### config.mk
export PLATFORM = sky130hd
export DESIGN_NAME = instr_mem_ctrl
export DESIGN_NICKNAME = d
export VERILOG_FILES = /design/src/rtl/imem_pkg.sv /design/src/rtl/imem_rsp_fifo.sv /design/src/rtl/instr_mem_ctrl.sv
export SDC_FILE = /design/constraint.sdc
export NUM_CORES = 2
export LEC_CHECK = 0
export BUFFER_PORTS_ARGS = -buffer_cell sky130_fd_sc_hd__buf_2
export CAP_MARGIN = 0
export CELL_PAD_IN_SITES_DETAIL_PLACEMENT = 1
export CELL_PAD_IN_SITES_GLOBAL_PLACEMENT = 2
export CORE_UTILIZATION = 57
export CTS_BUF_LIST = sky130_fd_sc_hd__clkbuf_8
export CTS_CLUSTER_DIAMETER = 80
export DETAILED_ROUTE_END_ITERATION = 10
export MAX_ROUTING_LAYER = met4
export PLACE_DENSITY = 0.92
export SLEW_MARGIN = 20
export SYNTH_ARGS = -nofsm -noshare
export SYNTH_HDL_FRONTEND = slang
export SYNTH_SLANG_ARGS = --single-unit
### constraint.sdc
create_clock -name clk -period 6.2 [get_ports clk]
set_clock_uncertainty 0.15 [all_clocks]
set_input_delay 0.31 -clock clk [delete_from_list [all_inputs] [get_ports clk]]
set_output_delay 0.31 -clock clk [all_outputs]
set_load 0.02 [all_outputs]
### src/rtl/imem_pkg.sv
// rtl/imem_pkg.sv - shared constants, response type and index helper for the instruction memory
package imem_pkg;

    localparam logic [31:0] IMEM_NOP  = 32'h00000013;
    localparam int          IMEM_XLEN = 32;

    typedef struct packed {
        logic [IMEM_XLEN-1:0] instr;
        logic                 fault;
    } imem_rsp_t;

    // Byte address to word index; callers slice the low bits they need.
    function automatic logic [63:0] word_index(input logic [63:0] addr);
        return addr >> 2;
    endfunction

endpackage

### src/rtl/imem_rsp_fifo.sv
// rtl/imem_rsp_fifo.sv - two-entry synchronous response FIFO, head zeroed while empty
module imem_rsp_fifo
    import imem_pkg::*;
#(
    parameter type rsp_t = imem_rsp_t
) (
    input  logic clk,
    input  logic reset,
    input  logic push,
    input  rsp_t push_data,
    input  logic pop,
    output rsp_t head,
    output logic valid
);

    // Extra pointer bit distinguishes full from empty.
    logic [1:0] wr_ptr;
    logic [1:0] rd_ptr;
    rsp_t       entries [2];

    // Pointer update; the owner never pushes when full or pops when empty.
    always_ff @(posedge clk) begin
        if (reset) begin
            wr_ptr <= 2'd0;
            rd_ptr <= 2'd0;
        end else begin
            if (push) wr_ptr <= wr_ptr + 2'd1;
            if (pop)  rd_ptr <= rd_ptr + 2'd1;
        end
    end

    // Entry storage is not reset; the head is masked while empty instead.
    always_ff @(posedge clk) begin
        if (push && !reset) entries[wr_ptr[0]] <= push_data;
    end

    assign valid = (wr_ptr != rd_ptr);
    assign head  = valid ? entries[rd_ptr[0]] : '0;

endmodule

### src/rtl/instr_mem_ctrl.sv
// rtl/instr_mem_ctrl.sv - instruction memory with valid/ready fetch, load port; IMEM_FAULT_CHECK_EN enables fault checks
module instr_mem_ctrl
    import imem_pkg::*;
#(
    parameter int    XLEN      = 32,
    parameter int    DEPTH     = 64,
    parameter int    ADDR_W    = 32,
    parameter string INIT_FILE = ""
) (
    input  logic              clk,
    input  logic              reset,
    input  logic              req_valid,
    output logic              req_ready,
    input  logic [ADDR_W-1:0] req_addr,
    output logic              rsp_valid,
    input  logic              rsp_ready,
    output logic [XLEN-1:0]   rsp_instr,
    output logic              rsp_fault,
    input  logic              load_en,
    input  logic [ADDR_W-1:0] load_addr,
    input  logic [XLEN-1:0]   load_data,
    output logic              busy
);

    localparam int IDX_W = $clog2(DEPTH);

    typedef struct packed {
        logic [XLEN-1:0] instr;
        logic            fault;
    } rsp_t;

    logic [XLEN-1:0]  mem [DEPTH];
    logic [1:0]       cnt;
    logic             accept;
    logic             pop;
    logic [63:0]      req_idx_full;
    logic [63:0]      load_idx_full;
    logic [IDX_W-1:0] req_idx;
    logic [IDX_W-1:0] load_idx;
    logic             req_fault;
    logic             load_ok;
    rsp_t             fill;
    rsp_t             head;

    assign req_idx_full  = word_index(64'(req_addr));
    assign load_idx_full = word_index(64'(load_addr));
    assign req_idx       = req_idx_full[IDX_W-1:0];
    assign load_idx      = load_idx_full[IDX_W-1:0];

`ifdef IMEM_FAULT_CHECK_EN
    assign req_fault = (req_addr[1:0] != 2'b00) || (|req_idx_full[63:IDX_W]);
    assign load_ok   = ~(|load_idx_full[63:IDX_W]);
`else
    // Index wraps modulo DEPTH; the dropped bits are deliberately ignored.
    logic unused_addr_bits;
    assign unused_addr_bits = ^{req_idx_full[63:IDX_W], load_idx_full[63:IDX_W],
                                req_addr[1:0], load_addr[1:0]};
    assign req_fault = 1'b0;
    assign load_ok   = 1'b1;
`endif

    // Load wins the cycle so a read and write of one word never coincide.
    assign req_ready = !reset && (cnt < 2'd2) && !load_en;
    assign accept    = req_valid && req_ready;
    assign pop       = rsp_valid && rsp_ready;

    // Faulting requests return a NOP without touching storage.
    assign fill.instr = req_fault ? XLEN'(IMEM_NOP) : mem[req_idx];
    assign fill.fault = req_fault;

    // Outstanding count: in-flight plus buffered responses, capped at two.
    always_ff @(posedge clk) begin
        if (reset) begin
            cnt <= 2'd0;
        end else begin
            case ({accept, pop})
                2'b10:   cnt <= cnt + 2'd1;
                2'b01:   cnt <= cnt - 2'd1;
                default: cnt <= cnt;
            endcase
        end
    end

    // Program load path; storage survives reset.
    always_ff @(posedge clk) begin
        if (load_en && load_ok) mem[load_idx] <= load_data;
    end

    imem_rsp_fifo #(
        .rsp_t (rsp_t)
    ) u_rsp_fifo (
        .clk       (clk),
        .reset     (reset),
        .push      (accept),
        .push_data (fill),
        .pop       (pop),
        .head      (head),
        .valid     (rsp_valid)
    );

    assign rsp_instr = head.instr;
    assign rsp_fault = head.fault;
    assign busy      = (cnt != 2'd0);

endmodule
==> impl_metrics.toml <==
[cts]
cts_tree = "yes"
ctsResizeCount = 0
clkLatencyLatePin_ns = 1.07
cts.path.max_buffers = 4
cts_root_buf = "clkbuf_8"
clk_pin_slew_ns = 0.06
cts_buffers = 337
clkSinkCount = 2119
htree_levels = 5

[power]
power_density_mw_per_mm2 = 317.3
p_seq_share_pct = 55.5
ir_drop_uv = 302.1
swShare_pct = 23.78
p_int_mw = 21.86
leakagePower_nw = 28.44
p_clk_share_pct = 38.4
power_mw = 28.68
switching_power_mw = 6.820
p_comb_share_pct = 6.0

[worst_setup_path]
arrival_ns = 4.62
cpMaxStageDelayCell = "dlygate4sd3_1"
cp.required_ns = 7.00
critPathCaptureType = "flip-flop"
crit_fanout = 6
path_common_cell = "dlygate4sd3_1"
crit_path_cell_trace = "xor2_1 > nor2_4 > nor2b_1 > ha_1 > dlygate4sd3_1 > or3_1 > dlygate4sd3_1 > a21oi_1 > dlygate4sd3_1"
rrSetupSlack_ns = 2.37
slowest_delay_ns = 0.58
cp-start-kind = "flip-flop"
worstSetupPathType = "flip-flop to flip-flop"

[placement]
numPortBuffers = 83
dp_hpwl_um = 116400
place.gp.congestion = 0.8819

[timing]
tightest_slew_ns = 1.265
slew_violations = 0
finalHoldViolCount = 0
setup_viol = 0
final.setup.tns_ns = 0
whs_ns = 0.1316
timing.fmax_mhz = 261.3
rsz0062_at_grt = "false"
slew_headroom_pct = 14.76
min_period_over_period_pct = 61.72
period_needed_ns = 3.826

[die]
die_y_um = 378.0
io_pins = 137
start_util_pct = 57.61
rows = 137
die_area_mm2 = 0.1429
dieWidth_um = 378.0
core_mm2 = 0.1399

[global_route]
grt-ovfl-total = 0
grt_max_degree = 117
grt_pass1_vias = 43610
grt_usage_pct = 34.15
antenna_found_initial = 11
grt_pass1_wl_um = 323700

[synth]
syn_area_mm2 = 0.08059
synthCells = 3447
synth_area_leaders = "edfxtp_1, mux4_2, mux2i_1"
synth_xor_area_share_pct = 0.08695
yosysSeqAreaShare_pct = 78.87
synthSimpleGateAreaFrac_pct = 1.399
synth-compound-area-share_pct = 1.714
synth_top_area_share_pct = 78.70
synth.avg_cell_area_um2 = 23.38
synth_edf_count = 2112
synthMuxAreaShare_pct = 16.69
synth_top_flop_cell = "edfxtp_1"
synth_top_family_by_area = "multiplexers"
synthDistinctLibCells = 39
ys_seq_elements = 2119
yosys.area.top_type = "edfxtp_1"
syn_nets = 3549
yosys_warnings = 0
synth_fa_ha_area_share_pct = 0.01553
synthArstFlopShare_pct = 0

[final_layout]
num-nets-final = 3960
area_delta_synth_final_pct = 12.15
drive_above_1_share_pct = 31.08
final_common_cell = "edfxtp_1"
fillers = 11140
layout_common_cells = "edfxtp_1, mux4_2, clkbuf_8, buf_4, nor2_1"
fin_util_pct = 64.62

[route]
met2_wirelength_um = 115700
wl_met3_um = 26470
highest_layer = "met4"
first_pass_iters = 6
met1_length_um = 77790
drt-vias-per-instance = 6.910
wl_per_cell_um = 38.95
dr.first_iter.drc_count = 6220
vias = 41330
final_antenna_net_count = 0
drc = 0
drt_wl_total_um = 233000

[min_path]
hp-class = "input port to flip-flop"

[status]
status = "complete, no violations"

[run]
max_cap_violations = 0
-- stage by stage --
| step | cells | cell area, um^2 | setup WS (ns) |
|---|---|---|---|
| 6_report | 5981 | 90380 | 2.374 |
| 5_1_grt | 5976 | 90370 | 2.249 |
| 4_1_cts | 5967 | 90290 | 2.413 |
| 3_5_place_dp | 5344 | 83960 | 2.216 |
| 3_3_place_gp | 5344 | 83960 | 2.265 |
| 2_1_floorplan | 3447 | 80590 | 2.562 |
-- cell usage after synthesis (3+ instances only) --
cell,n
a21oi_1,58
nand2_1,25
o221ai_1,31
clkbuf_1,88
buf_1,23
buf_4,30
dfxtp_1,7
mux2_2,32
nor2_1,168
edfxtp_1,2112
o21ai_0,16
or3_1,4
a211oi_1,9
nand3_1,6
nand2b_1,10
or3b_2,5
xnor2_1,3
nor2b_1,11
or2_2,5
buf_2,28
xor2_1,5
nand3b_1,4
buf_6,17
mux2i_1,68
nor3_1,15
o22ai_1,102
mux4_2,551
a31oi_1,3
-- cell families (layout without fill, tap and decap cells) --
group,Yosys count,in the layout
DFF,2119,2119
muxes,651,651
and+or+nand+nor,258,258
AOI/OAI and AO/OA,221,221
buffers and inverters,188,834
xor gates and xnor gates,8,8
adders and majority gates,1,1
other,1,13
-- cell type report --
cell class	instances	area (um^2)	share of cell area, %
clock inverters	229	1094	1.210
inverters	2	7.507	0.008306
repair buffers	258	2054	2.273
clock buffers	345	4748	5.254
diodes	12	30.03	0.03322
well taps	1876	2347	2.597
flip-flops and latches	2119	63560	70.33
multi-input cells	1140	16540	18.30
-- state kept, by name, indices dropped and copies added, names as in the netlist, named ones only --
| name | cells |
|---|---|
| mem | 2048 |
| u_rsp_fifo.wr_ptr | 2 |
| u_rsp_fifo.rd_ptr | 2 |
| cnt | 2 |
| u_rsp_fifo.entries | 64 |
-- worst paths after layout --
kind,from,end,depth (start not counted)
hold / removal,rsp_ready,u_rsp_fifo.rd_ptr[1]$_SDFFE_PP0P_,5
setup reg to reg,u_rsp_fifo.wr_ptr[0]$_SDFFE_PP0P_,cnt[1]$_SDFFE_PP0P_,9
setup / recovery,u_rsp_fifo.wr_ptr[0]$_SDFFE_PP0P_,cnt[1]$_SDFFE_PP0P_,9
hold reg to reg,u_rsp_fifo.rd_ptr[1]$_SDFFE_PP0P_,u_rsp_fifo.rd_ptr[1]$_SDFFE_PP0P_,2
-- metal layers --
metal	global-route usage (%)	vias to the layer above
met5	-	-
met1	41.54	21630
li1	-	15590
met4	17.07	0
met2	54.43	3361
met3	7.671	745
-- critical path: cells and delay by family, from the launching register on --
kind,cells,cell delay [ns]
compound gates,1,0.14
xor+xnor,1,0.32
fa+ha+maj,1,0.31
simple gates,3,0.69
flops,1,0.47
buf+inv,3,1.69
-- power by group through the flow --
stage	combinational (mW)	sequential [mW]	clock [mW]
after floorplan	0.887	16.2	0
final	1.73	15.9	11.0
after CTS	1.69	15.9	11.1
after global placement	1.54	16.2	0
after global routing	1.76	15.9	11.5
after detailed placement	1.62	16.2	0
-- what timing repair did --
item | 4_1_cts | 5_1_grt
setup buffers | 0 | 0
setup endpoints to repair | 0 | 0
endpoints found under the hold margin | 1941 | 64
hold buffers | 49 | 1
No activity file was read; power rests on OpenSTA's default activity.
